<file path="src/rtl/tile_sprite_addr_gen.sv">
// Tile/sprite ROM address generator: raster-tracking tile counters, grid region
// flag and an animation-frame sequencer feeding the sprite block ROM.
module tile_sprite_addr_gen #(
   parameter int TILE_W     = 30,
   parameter int TILE_H     = 30,
   parameter int X0         = 49,
   parameter int Y0         = 191,
   parameter int COLS       = 19,
   parameter int ROWS       = 9,
   parameter int NUM_FRAMES = 4,
   parameter int FRAME_DIV  = 8,
   parameter int ADDR_W     = 12,
   parameter int COL_W      = 5,
   parameter int ROW_W      = 4
) (
   input  logic                          clk,
   input  logic                          rst,
   input  logic                          pix_en,
   input  logic [9:0]                    h_cnt,
   input  logic [9:0]                    v_cnt,
   input  logic                          frame_tick,
   input  logic                          anim_en,
   output logic [ADDR_W-1:0]             pixel_addr,
   output logic [COL_W-1:0]              tile_col,
   output logic [ROW_W-1:0]              tile_row,
   output logic                          in_region,
   output logic [$clog2(NUM_FRAMES)-1:0] anim_frame
);

   localparam int TX_W  = (TILE_W > 1) ? $clog2(TILE_W) : 1;
   localparam int TY_W  = (TILE_H > 1) ? $clog2(TILE_H) : 1;
   localparam int AF_W  = $clog2(NUM_FRAMES);
   localparam int DIV_W = (FRAME_DIV > 1) ? $clog2(FRAME_DIV) : 1;

   localparam logic [9:0]       H_LO     = 10'(X0);
   localparam logic [9:0]       H_HI     = 10'(X0 + COLS * TILE_W);
   localparam logic [9:0]       V_LO     = 10'(Y0);
   localparam logic [9:0]       V_HI     = 10'(Y0 + ROWS * TILE_H);
   localparam logic [TX_W-1:0]  TX_LAST  = TX_W'(TILE_W - 1);
   localparam logic [TY_W-1:0]  TY_LAST  = TY_W'(TILE_H - 1);
   localparam logic [DIV_W-1:0] DIV_LAST = DIV_W'(FRAME_DIV - 1);
   localparam logic [AF_W-1:0]  AF_LAST  = AF_W'(NUM_FRAMES - 1);

   typedef enum logic {UNSYNC = 1'b0, SYNC = 1'b1} sync_e;

   sync_e             state_q, state_d;
   logic [TX_W-1:0]   tx_q, tx_d;
   logic [TY_W-1:0]   ty_q, ty_d;
   logic [COL_W-1:0]  col_q, col_d;
   logic [ROW_W-1:0]  row_q, row_d;
   logic [DIV_W-1:0]  div_q, div_d;
   logic [AF_W-1:0]   anim_q, anim_d;
   logic [ADDR_W-1:0] addr_d;
   logic              line_start, h_in, v_in, region_d;

   assign line_start = pix_en && (h_cnt == 10'd0);
   assign h_in       = (h_cnt >= H_LO) && (h_cnt < H_HI);
   assign v_in       = (v_cnt >= V_LO) && (v_cnt < V_HI);

   // Sync FSM: nothing is trusted until the first grid line of a frame is seen.
   always_comb begin
      state_d = state_q;
      case (state_q)
         UNSYNC:  if (line_start && (v_cnt == V_LO)) state_d = SYNC;
         SYNC:    state_d = SYNC;
         default: state_d = UNSYNC;
      endcase
   end

   always_comb begin
      ty_d  = ty_q;
      row_d = row_q;
      if (line_start) begin
         if (v_cnt == V_LO) begin
            ty_d  = '0;
            row_d = '0;
         end else if ((v_cnt > V_LO) && (v_cnt < V_HI)) begin
            if (ty_q == TY_LAST) begin
               ty_d  = '0;
               row_d = row_q + ROW_W'(1);
            end else begin
               ty_d  = ty_q + TY_W'(1);
            end
         end
      end
   end

   always_comb begin
      tx_d  = tx_q;
      col_d = col_q;
      if (pix_en) begin
         if (h_cnt == H_LO) begin
            tx_d  = '0;
            col_d = '0;
         end else if ((h_cnt > H_LO) && (h_cnt < H_HI)) begin
            if (tx_q == TX_LAST) begin
               tx_d  = '0;
               col_d = col_q + COL_W'(1);
            end else begin
               tx_d  = tx_q + TX_W'(1);
            end
         end
      end
   end

   // Address uses the frame register as it stood before any coincident tick.
   always_comb begin
      region_d = (state_d == SYNC) && h_in && v_in;
      addr_d   = ADDR_W'(anim_q) * ADDR_W'(TILE_W * TILE_H)
               + ADDR_W'(ty_d) * ADDR_W'(TILE_W)
               + ADDR_W'(tx_d);
   end

   always_comb begin
      div_d  = div_q;
      anim_d = anim_q;
      if (frame_tick && anim_en) begin
         if (div_q == DIV_LAST) begin
            div_d  = '0;
            anim_d = (anim_q == AF_LAST) ? '0 : anim_q + AF_W'(1);
         end else begin
            div_d  = div_q + DIV_W'(1);
         end
      end
   end

   always_ff @(posedge clk) begin
      if (rst) begin
         state_q    <= UNSYNC;
         tx_q       <= '0;
         ty_q       <= '0;
         col_q      <= '0;
         row_q      <= '0;
         div_q      <= '0;
         anim_q     <= '0;
         pixel_addr <= '0;
         tile_col   <= '0;
         tile_row   <= '0;
         in_region  <= 1'b0;
      end else begin
         state_q <= state_d;
         tx_q    <= tx_d;
         ty_q    <= ty_d;
         col_q   <= col_d;
         row_q   <= row_d;
         div_q   <= div_d;
         anim_q  <= anim_d;
         if (pix_en) begin
            in_region  <= region_d;
            pixel_addr <= region_d ? addr_d : '0;
            tile_col   <= region_d ? col_d : '0;
            tile_row   <= region_d ? row_d : '0;
         end
      end
   end

   assign anim_frame = anim_q;

endmodule

</file>
<file path="config.mk">
export PLATFORM = sky130hd
export DESIGN_NAME = tile_sprite_addr_gen
export DESIGN_NICKNAME = d
export VERILOG_FILES = /design/src/rtl/tile_sprite_addr_gen.sv
export SDC_FILE = /design/constraint.sdc
export NUM_CORES = 1
export LEC_CHECK = 0
export BUFFER_PORTS_ARGS = -buffer_cell sky130_fd_sc_hd__buf_2
export CAP_MARGIN = 20
export CORE_ASPECT_RATIO = 0.75
export CORE_MARGIN = 2
export CORE_UTILIZATION = 36
export CTS_CLUSTER_DIAMETER = 100
export DETAILED_ROUTE_END_ITERATION = 10
export SLEW_MARGIN = 10
export SYNTH_ARGS = -nofsm -noshare
export SYNTH_HDL_FRONTEND = slang
export SYNTH_SLANG_ARGS = --single-unit
</file>
<file path="constraint.sdc">
create_clock -name clk -period 11.13 [get_ports clk]
set_input_delay 0.5565 -clock clk [delete_from_list [all_inputs] [get_ports clk]]
set_output_delay 0.5565 -clock clk [all_outputs]
set_load 0.02 [all_outputs]
</file>
==> Word-level counts from Yosys, hierarchy flattened <==
Cells that the tools add are included.
{ "classes": {"n_bitwise": 1, "add_sub_neg": 8, "mul": 2, "mux": 23, "eq_ne": 6, "reduce_logical": 11, "magnitude_cmp": 6} }
{ "op_table": {"columns": ["operator", "n"], "rows": [
  ["$mux 5", 13],
  ["$mux 4", 5],
  ["$add 5x1->5 const B", 3],
  ["$add 12x10->12", 1],
  ["$add 12x5->12", 1],
  ["$mux 12", 1],
  ["$eq 10x6->1 const B", 1],
  ["$eq 10x8->1 const B", 1],
  ["$eq 5x5->1 const B", 2],
  ["$ge 10x6->1 const B", 1],
  ["$ge 10x8->1 const B", 1],
  ["$gt 10x6->1 const B", 1],
  ["$gt 10x8->1 const B", 1],
  ["$logic_not 10->1", 1],
  ["$lt 10x10->1 const B", 1],
  ["$lt 10x9->1 const B", 1],
  ["$mul 2x8->10 const B", 1],
  ["$logic_and 1x1->1", 9],
  ["$mul 5x4->9 const B", 1],
  ["$add 4x1->4 const B", 1],
  ["$add 3x1->3 const B", 1],
  ["$eq 3x3->1 const B", 1],
  ["$mux 3", 1],
  ["$add 2x1->2 const B", 1],
  ["other kinds (6)", 6]
]} }
{ "word_totals": {"word_cells": 68, "regBits": 47, "inputBits": 25, "out_inout_bits": 24} }

==> Longest topological paths before layout <==
Gate-level depths: netlist of run 1.
{ "logic_depth": {"word_depth": 9, "ltp_mapped": 24, "mapped_depth_nobuf": 23} }

==> Worst setup path before layout of run 1 <==
Ideal clock, no wire load.
{ "synth_path": {"path_type": "input-to-reg", "from": "input port pix_en", "to": "register pixel_addr[10]", "cell_stages": 23, "setup_time_ps": 129, "t_required_ps": 11001, "t_arrival_ps": 5649, "path_buffers": 1, "setup_slack_ps": 5353, "path_cell_list": "buf_4 -> nor4b_1 -> and3_4 -> nor4b_4 -> nand2_1 -> xor2_1 -> nor2_1 -> fa_1 -> fa_1 -> inv_1 -> fa_1 -> nor2b_1 -> o21ai_0 -> a21boi_0 -> o21a_1 -> nor2_1 -> xnor2_1 -> ha_1 -> ha_1 -> and3_1 -> a221oi_1 -> xor2_1 -> o21ai_0"} }
{ "synth_via": {"word_cells_on_any_way": 12, "cone_classes": "add/sub (2); mul (1); mux (5); reduce/logical (4)"} }
{ "synth_rtl": {"columns": ["element", "line_no", "text"], "rows": [
  ["from (decl)", "18", "input logic pix_en,"],
  ["$logic_and 1x1->1", "56", "assign line_start = pix_en && (h_cnt == 10'd0);"],
  ["$mux 5", "73", "if (line_start) begin"],
  ["net ty_d[2]", "48", "logic [TY_W-1:0] ty_q, ty_d;"],
  ["$mul 5x4->9", "110", "+ ADDR_W'(ty_d) * ADDR_W'(TILE_W)"],
  ["$add 12x10->12", "110", null],
  ["$add 12x5->12", "111", "+ ADDR_W'(tx_d);"],
  ["$mux 12", "150", "pixel_addr <= region_d ? addr_d : '0;"],
  ["to (signal assigned)", "150", null],
  ["to (decl)", "23", "output logic [ADDR_W-1:0] pixel_addr,"]
]} }
The timed path passes the listed nets, and every way through them passes these cells.
A chain may end at the register's enable or synchronous reset.

==> Final worst setup path of run 1 <==
{ "layout_path": {"from": "input port h_cnt[9]", "to": "register pixel_addr[10]"} }
{ "layout_via": {"word_cells_on_any_way": 21, "cone_classes": "add/sub (2); mul (1); order compare (3); eq/ne (1); mux (7); reduce/logical (7)"} }
{ "layout_rtl": {"columns": ["element", "line_no", "text"], "rows": [
  ["from (decl)", "19", "input logic [9:0] h_cnt,"],
  ["$logic_not 10->1", "56", null],
  ["$logic_and 1x1->1", "56", null],
  ["$mux 5", "73", null],
  ["net ty_d[2]", "48", null],
  ["$mul 5x4->9", "110", null],
  ["$add 12x10->12", "110", null],
  ["$add 12x5->12", "111", null],
  ["$mux 12", "150", null]
]} }
The timed path passes the listed nets, and every way through them passes these cells.

==> flow_summary.rst, run 1 <==
.. list-table::
   :header-rows: 1

   * - Metric
     - Value
   * - Post-detailed-route via-to-cell ratio
     - 5.19
   * - Required time at the worst-slack endpoint
     - 11.28 ns
   * - Most frequent cells in the layout
     - buf_2 (48), dfxtp_1 (47), ha_1 (35)
   * - Clk Tree Root Cell
     - clkbuf_16
   * - Post-CTS Resized
     - 0
   * - Count of final hold-check violations
     - 0
   * - Floorplan row count
     - 29
   * - Residual antenna-violating net count after detailed routing
     - 0
   * - Number of pins exceeding their max-slew limit in the final report
     - 0
   * - Critical path type
     - in2reg
   * - Clock input transition at the sequential cells of the worst setup and hold paths
     - 0.06 ns
   * - Area share of the leading cell type in the synthesized netlist
     - 30.4%
   * - Total Wirelength
     - 6750 µm
   * - Worst reg-to-reg setup slack
     - 5.42 ns
   * - Max rail drop VDD
     - 0.0764 mV
   * - Later-pin clock latency in the skew report
     - 0.29 ns
   * - Clk_skew
     - 0.00811 ns
   * - # Post-CTS Setup Buffers
     - 0
   * - Worst max-slew margin expressed relative to the limit
     - 58.5%
   * - TritonCTS clock tree
     - done
   * - Delay of the slowest cell on the worst path
     - 0.54 ns
   * - Number of instances in the synthesized netlist
     - 347
   * - Static Leakage
     - 1.76 nW
   * - I/O pins
     - 49
   * - Min-Delay Startpoint
     - in_region$_SDFFE_PP0P_
   * - First-pass GRT wire length
     - 11400 µm
   * - Maximum clock frequency
     - 162 MHz
   * - Setup crit end kind
     - flop
   * - Synthesized Nets
     - 417
   * - Cell-by-cell listing of the critical path
     - buf_2 -> nor4_4 -> and3_4 -> nor4b_4 -> nand2_1 -> xor2_1 -> nor2_1 -> fa_1 -> fa_1 -> inv_1 -> fa_1 -> nor2b_1 -> o21ai_0 -> a21boi_0 -> o21a_1 -> nor2_1 -> xnor2_1 -> ha_1 -> ha_1 -> and3_1 -> a221oi_1 -> xor2_1 -> o21ai_0
   * - Final antenna diode count
     - 0
   * - Detailed-route DRC error count
     - 0
   * - Number of global-route vias before repair
     - 2560
   * - RSZ-0062 raised after global routing
     - false
   * - Post-route insts no fill
     - 503
   * - Post-detailed-placement cell area
     - 3440 µm²
   * - Minimum clock period after layout
     - 6.16 ns
   * - Maximum buffer depth of the clock tree
     - 2
   * - Yosys warns
     - 0
   * - Number of sinks on the clock net
     - 47
   * - Largest net degree at the start of global routing
     - 23
   * - Post-synth top area cell
     - dfxtp_1
   * - Full die area
     - 9360 µm²
   * - Area added between synthesis and finish
     - 16.2%
   * - Number of H-tree levels
     - 2
   * - Yosys cell types
     - 54
   * - Worst Hold End
     - in_region$_SDFFE_PP0P_
   * - Largest fanout on the critical path
     - 9
   * - Result of the run
     - complete, no violations
   * - Combinational family with the most area after synthesis
     - simple AND/OR/NAND/NOR gates
   * - Buf+Inv Stages, Crit Path
     - 2
   * - Floorplan die height
     - 84.3 µm
   * - Number of enable-type register cells in the synthesized netlist
     - 0
   * - Vias post-DR
     - 2612
   * - Area fraction in compound gates after synthesis
     - 15.1%
   * - Multiplexer area fraction after synthesis
     - 2.02%
   * - Number of search-and-repair iterations in the first detailed-routing pass
     - 4
   * - Routability congestion estimate from global placement
     - 0.814
   * - Initial core utilization
     - 36.8%
   * - Cell area after technology mapping
     - 3100 µm²
   * - Number of maximum-capacitance constraint violations
     - 0
   * - Post-route cell area
     - 3600 µm²
   * - Routed wirelength normalized by instance count
     - 13.4 µm
   * - Asr flop ratio synth
     - 0%
   * - Type of the tightest min-delay check
     - reg2reg
   * - Part of the cycle the worst path needs
     - 55.3%
   * - Most common cell after layout, fill and taps aside
     - buf_2
   * - Cell Pwr Density
     - 96.7 nW/µm²
   * - Largest cells by area after synthesis
     - dfxtp_1 (30%), ha_1 (14%), fa_1 (6.5%)
   * - RR Startpoint
     - ty_q[0]$_SDFF_PP0_
   * - Width of the die
     - 111 µm
   * - Worst Hold Depth
     - 2
   * - Number of antenna violations at the first check in global routing
     - 0
   * - Violation count after the first detailed-route iteration
     - 117
   * - Standard cell with the maximum stage delay on the critical path
     - fa_1
   * - Placed wire-length estimate
     - 5340 µm
   * - Pin slew with the least headroom to its limit
     - 0.620 ns
   * - Placeable Area
     - 8420 µm²
   * - Avg Cell Area, Syn
     - 8.92 µm²
   * - Fraction of the yosys area taken by sequential cells
     - 30.4%
   * - Global Route Usage Sum
     - 14.9%
   * - Instance count after placement with tap cells included
     - 495
   * - Register bit total from synthesis
     - 47
   * - Total CTS buffers
     - 5
   * - Layout cells sized above 1
     - 17.0%
   * - Cell depth of the worst flop-to-flop path
     - 21
   * - Critical path launch point type
     - input port
   * - Number of port buffers
     - 48
   * - Number of nets in the finished design
     - 464
   * - Total gr overflow
     - 0
   * - Leading register cell type out of synthesis
     - dfxtp_1
   * - Synthesized-area fraction occupied by adder cells
     - 20.6%
   * - Share of the synthesized netlist area taken by xor and xnor gates
     - 5.94%
   * - Hold buffer count at cts
     - 0
   * - Crit-path leading delay family
     - adder cells
   * - Area fraction in and, or, nand and nor cells after synthesis
     - 21.6%
   * - Total negative slack for setup checks
     - 0 ns
   * - R2r endpoint
     - pixel_addr[10]$_SDFFE_PP0P_
   * - Setup-failing EPs final
     - 0
   * - Most common cell type on the critical path
     - fa_1
   * - Worst endpoint data arrival time
     - 6.31 ns
==> Yosys cell counts (3+ instances only) <==
master    instances
dfxtp_1          47
ha_1             35
nand2_1          29
inv_1            24
nor2_1           23
a21oi_1          20
o21ai_0          20
nand3_1          13
nor3_1           12
xnor2_1          11
fa_1             10
xor2_1           10
and3_1            7
nand4_1           7
nor2b_1           7
a21o_1            5
a22o_1            5
clkbuf_1          5
a32o_1            4
mux2i_1           4
nand2b_1          4
o21a_1            4
nor4_1            3
==> area by class of cell <==
| class | count | area [µm²] |
|---|---|---|
| tap | 108 | 135 |
| multi-input combinational | 266 | 2020 |
| clock inverter | 2 | 16.3 |
| timing repair buffer | 50 | 255 |
| sequential | 47 | 941 |
| clock buffer | 6 | 139 |
| inverter | 24 | 90.1 |
| fill | 865 | 4820 |
==> per-stage QoR <==
step | utilization, % | setup slack [ns] | total power [mW] | hold slack [ns]
2_1_floorplan | - | 5.35 | 0.185 | 0.440
3_3_place_gp | 40.9 | 4.76 | 0.195 | 0.429
3_5_place_dp | 40.9 | 4.68 | 0.195 | 0.436
4_1_cts | 42.7 | 4.97 | 0.353 | 0.448
5_1_grt | 42.7 | 4.50 | 0.362 | 0.478
6_report | 42.7 | 4.97 | 0.348 | 0.444
==> where the power goes <==
part | internal (mW) | total, mW | switching (mW) | leakage, nW
logic | 0.00807 | 0.0215 | 0.0134 | 1.31
clock network | 0.0898 | 0.157 | 0.0667 | 0.0731
registers | 0.169 | 0.170 | 0.000898 | 0.379
total | 0.267 | 0.348 | 0.0810 | 1.76
==> how the worst max path moves through the flow <==
stage,cells after the start,start,endpoint,slack (ns)
global route,23,pix_en,pixel_addr[10]$_SDFFE_PP0P_,4.50
global placement,23,h_cnt[9],pixel_addr[10]$_SDFFE_PP0P_,4.76
floorplan,23,pix_en,pixel_addr[10]$_SDFFE_PP0P_,5.35
detailed placement,23,h_cnt[9],pixel_addr[10]$_SDFFE_PP0P_,4.68
CTS,23,h_cnt[9],pixel_addr[10]$_SDFFE_PP0P_,4.97
finish,23,h_cnt[9],pixel_addr[10]$_SDFFE_PP0P_,4.97
==> per-layer routing <==
metal | track usage (%) | routed length, µm | part of all wire (%) | vias to the layer above
met1 | 19.8 | 3310 | 49 | 1227
met3 | 3.90 | 332 | 4.9 | 11
li1 | - | - | - | 1323
met2 | 23.8 | 2950 | 44 | 51
met4 | 5.16 | 153 | 2.3 | 0
met5 | 0 | 0 | 0 | -
==> sequential cells by signal, indices dropped and copies added (netlist names) <==
signal	count
state_q	1
tx_q	5
tile_col	5
ty_q	5
div_q	3
tile_row	4
in_region	1
row_q	4
col_q	5
anim_frame	2
pixel_addr	12
==> worst min-delay path, cell delays in order (launching register included) <==
cell     delay, ns
dfxtp_1       0.31
nand2_1       0.05
nand2_1       0.04
==> kinds of logic (layout without fill, tap and decap cells) <==
| group | after synthesis | in the layout |
|---|---|---|
| buffers and inverters | 34 | 82 |
| adder cells (fa/ha/maj) | 45 | 45 |
| AO/OA/AOI/OAI | 72 | 72 |
| XOR/XNOR | 21 | 21 |
| flip-flops | 47 | 47 |
| AND/OR/NAND/NOR | 122 | 122 |
| multiplexers | 6 | 6 |
Note: power is estimated with default switching activity, not from simulation.
==> inputs of run 2 (changes only) <==
clock period = 5.15 ns   (was 11.13 ns; I/O delays follow)
==> run 2 against run 1 <==
Against the previous run:
- largest power group is now the clock network
- critical path depth did not move
- routed wire length rose by 11%
- clock skew barely moved
- core utilization rose by 6.5 points
- count of clock-buffer cells in the layout fell by 1
- cell area rose by 15%
- non-clock buffer count rose by 50
- hold slack got worse by 0.19 ns
- register-to-register slack got worse by 5.3 ns
- sequential power rose by 120%
- sequential cell count did not move
- die area did not move
==> flow_summary.rst, run 2 (synthesis gave the netlist of run 1 again) <==
.. list-table::
   :header-rows: 1

   * - Metric
     - Value
   * - Result of the run
     - complete, no violations
   * - Final core utilization
     - 49.2%
   * - Layout cells sized above 1
     - 31.2%
   * - Most frequent cells in the layout
     - buf_4 (50), buf_2 (49), dfxtp_1 (45)
   * - Later-pin clock latency in the skew report
     - 0.29 ns
   * - Type of the tightest min-delay check
     - in2reg
   * - Routed wirelength normalized by instance count
     - 13.5 µm
   * - Worst max-slew margin expressed relative to the limit
     - 56.3%
   * - Violation count after the first detailed-route iteration
     - 116
   * - Maximum buffer depth of the clock tree
     - 2
   * - Number of maximum-capacitance constraint violations
     - 0
   * - Detailed-route DRC error count
     - 0
   * - Sum of met3 wire segment lengths after detailed routing
     - 308 µm
   * - Floorplan row count
     - 29
   * - R2r endpoint
     - pixel_addr[11]$_SDFFE_PP0P_
   * - Post-detailed-placement cell area
     - 3750 µm²
   * - Reg with most FFs
     - pixel_addr
   * - Total CTS buffers
     - 5
   * - Cell depth of the worst flop-to-flop path
     - 23
   * - First-pass GRT wire length
     - 12200 µm
   * - Instance count after placement with tap cells included
     - 532
   * - Worst Hold Depth
     - 3
   * - Clk Tree Root Cell
     - clkbuf_16
   * - Part of the cycle the worst path needs
     - 97.2%
   * - Initial core utilization
     - 36.8%
   * - Most common cell after layout, fill and taps aside
     - buf_4
   * - Dpl ws
     - -0.377 ns
   * - Worst reg-to-reg setup slack
     - 0.14 ns
   * - Post-route cell area
     - 4140 µm²
   * - Clock input transition at the sequential cells of the worst setup and hold paths
     - 0.07 ns
   * - Critical path type
     - reg2reg
   * - Top Layer Used
     - met4
   * - Number of flip-flops under the largest register name
     - 12
   * - Min-Delay Startpoint
     - frame_tick
   * - Residual antenna-violating net count after detailed routing
     - 0
   * - Number of global-route vias before repair
     - 2659
   * - Hold buffer count at cts
     - 0
   * - Cell Pwr Density
     - 193 nW/µm²
   * - Clk_skew
     - 0.00822 ns
   * - Global Route Usage Sum
     - 15.7%
   * - Worst Hold End
     - div_q[2]$_SDFFE_PP0P_
   * - Vias post-DR
     - 2786
   * - Minimum clock period after layout
     - 5.01 ns
   * - Setup crit end kind
     - flop
   * - Pin slew with the least headroom to its limit
     - 0.655 ns
   * - RR Startpoint
     - ty_q[0]$_SDFF_PP0_
   * - Number of pins exceeding their max-slew limit in the final report
     - 0
   * - Number of H-tree levels
     - 2
   * - Floorplan die height
     - 84.3 µm
   * - Required time at the worst-slack endpoint
     - 5.30 ns
   * - Maximum clock frequency
     - 200 MHz
   * - Width of the die
     - 111 µm
   * - I/O pins
     - 49
   * - Largest net degree at the start of global routing
     - 23
   * - Total met2 wirelength after detailed routing
     - 3350 µm
   * - Routed met1 length
     - 3720 µm
   * - Routability congestion estimate from global placement
     - 0.877
   * - Count of final hold-check violations
     - 0
   * - Number of antenna violations at the first check in global routing
     - 0
   * - TritonCTS clock tree
     - done
   * - Post-detailed-route via-to-cell ratio
     - 5.04
   * - Placeable Area
     - 8420 µm²
   * - Placed wire-length estimate
     - 5640 µm
   * - RSZ-0062 raised after global routing
     - true
   * - Number of nets in the finished design
     - 514
   * - Final Worst Setup Slack
     - 0.143 ns
   * - Critical path launch point type
     - flop
   * - Largest fanout on the critical path
     - 5
   * - Area added between synthesis and finish
     - 33.8%
   * - Setup-failing EPs final
     - 0
   * - Final antenna diode count
     - 0
   * - Number of port buffers
     - 48
   * - Static Leakage
     - 2.06 nW
   * - Total Wirelength
     - 7480 µm
   * - Total gr overflow
     - 0
   * - Worst endpoint data arrival time
     - 5.16 ns
   * - Total negative slack for setup checks
     - 0 ns
   * - Post-route insts no fill
     - 553
   * - Full die area
     - 9360 µm²
   * - Max rail drop VDD
     - 0.134 mV
   * - Number of sinks on the clock net
     - 47
   * - Number of search-and-repair iterations in the first detailed-routing pass
     - 4
-- run 2: changes by cell type in the layout (fill, tap and decap cells not counted), sizes merged --
cell	before	now
inv	24	25
clkbuf	6	5
clkinv	1	0
buf	50	100
bufinv	0	1
-- run 2: how the worst max path moves through the flow --
stage | start | endpoint | slack (ns) | cells after the start
finish | ty_q[0]$_SDFF_PP0_ | pixel_addr[11]$_SDFFE_PP0P_ | 0.14 | 23
global route | h_cnt[7] | pixel_addr[10]$_SDFFE_PP0P_ | -0.06 | 25
CTS | h_cnt[9] | pixel_addr[11]$_SDFFE_PP0P_ | 0.004 | 25
detailed placement | h_cnt[0] | pixel_addr[10]$_SDFFE_PP0P_ | -0.38 | 23
global placement | h_cnt[9] | pixel_addr[10]$_SDFFE_PP0P_ | -0.16 | 23
floorplan | pix_en | pixel_addr[10]$_SDFFE_PP0P_ | -0.05 | 22
-- run 2: critical path: stages, from the launching register on --
cell      delay, ns
dfxtp_4        0.39
ha_1           0.19
and4_4         0.27
a21oi_1        0.07
nor2b_1        0.18
buf_6          0.17
nor2_4         0.06
buf_4          0.14
fa_1           0.56
fa_1           0.46
ha_4           0.31
buf_4          0.11
nand3_1        0.10
a21oi_2        0.19
o21ai_1        0.08
nand2b_1       0.09
xor2_1         0.18
ha_1           0.29
ha_4           0.28
nand2_1        0.08
o41ai_4        0.25
o31a_1         0.20
xnor2_1        0.11
o21ai_0        0.08
-- run 2: what timing repair did --
item	4_1_cts	5_1_grt
cloned	0	1
buffers inserted	2	10
resized for setup	6	21
setup endpoints to repair	2	3
pin swaps	5	15
-- run 2: area by class of cell --
class | instances | area, µm²
Clock buffer | 5 | 125
Clock inverter | 3 | 46.3
Fill cell | 855 | 4280
Inverter | 24 | 90.1
Multi-Input combinational cell | 266 | 2170
Sequential cell | 47 | 946
Tap cell | 108 | 135
Timing Repair Buffer | 100 | 632
-- run 2: per-layer routing --
| metal | vias up | GRT usage, % |
|---|---|---|
| met5 | - | 0 |
| met3 | 7 | 3.61 |
| met1 | 1300 | 21.2 |
| li1 | 1421 | - |
| met4 | 0 | 3.14 |
| met2 | 58 | 26.0 |
-- run 2: metrics by stage --
stage / hold WS [ns] / power, mW
floorplan: 0.342 / 0.400
global placement: 0.431 / 0.426
detailed placement: 0.444 / 0.427
CTS: 0.251 / 0.809
global route: 0.255 / 0.829
finish: 0.259 / 0.798
-- run 2: report_power, final --
group / internal, mW / switching, mW / leakage [nW]
Sequential: 0.365 / 0.00189 / 0.380
Combinational: 0.0223 / 0.0302 / 1.60
Clock: 0.231 / 0.148 / 0.0804
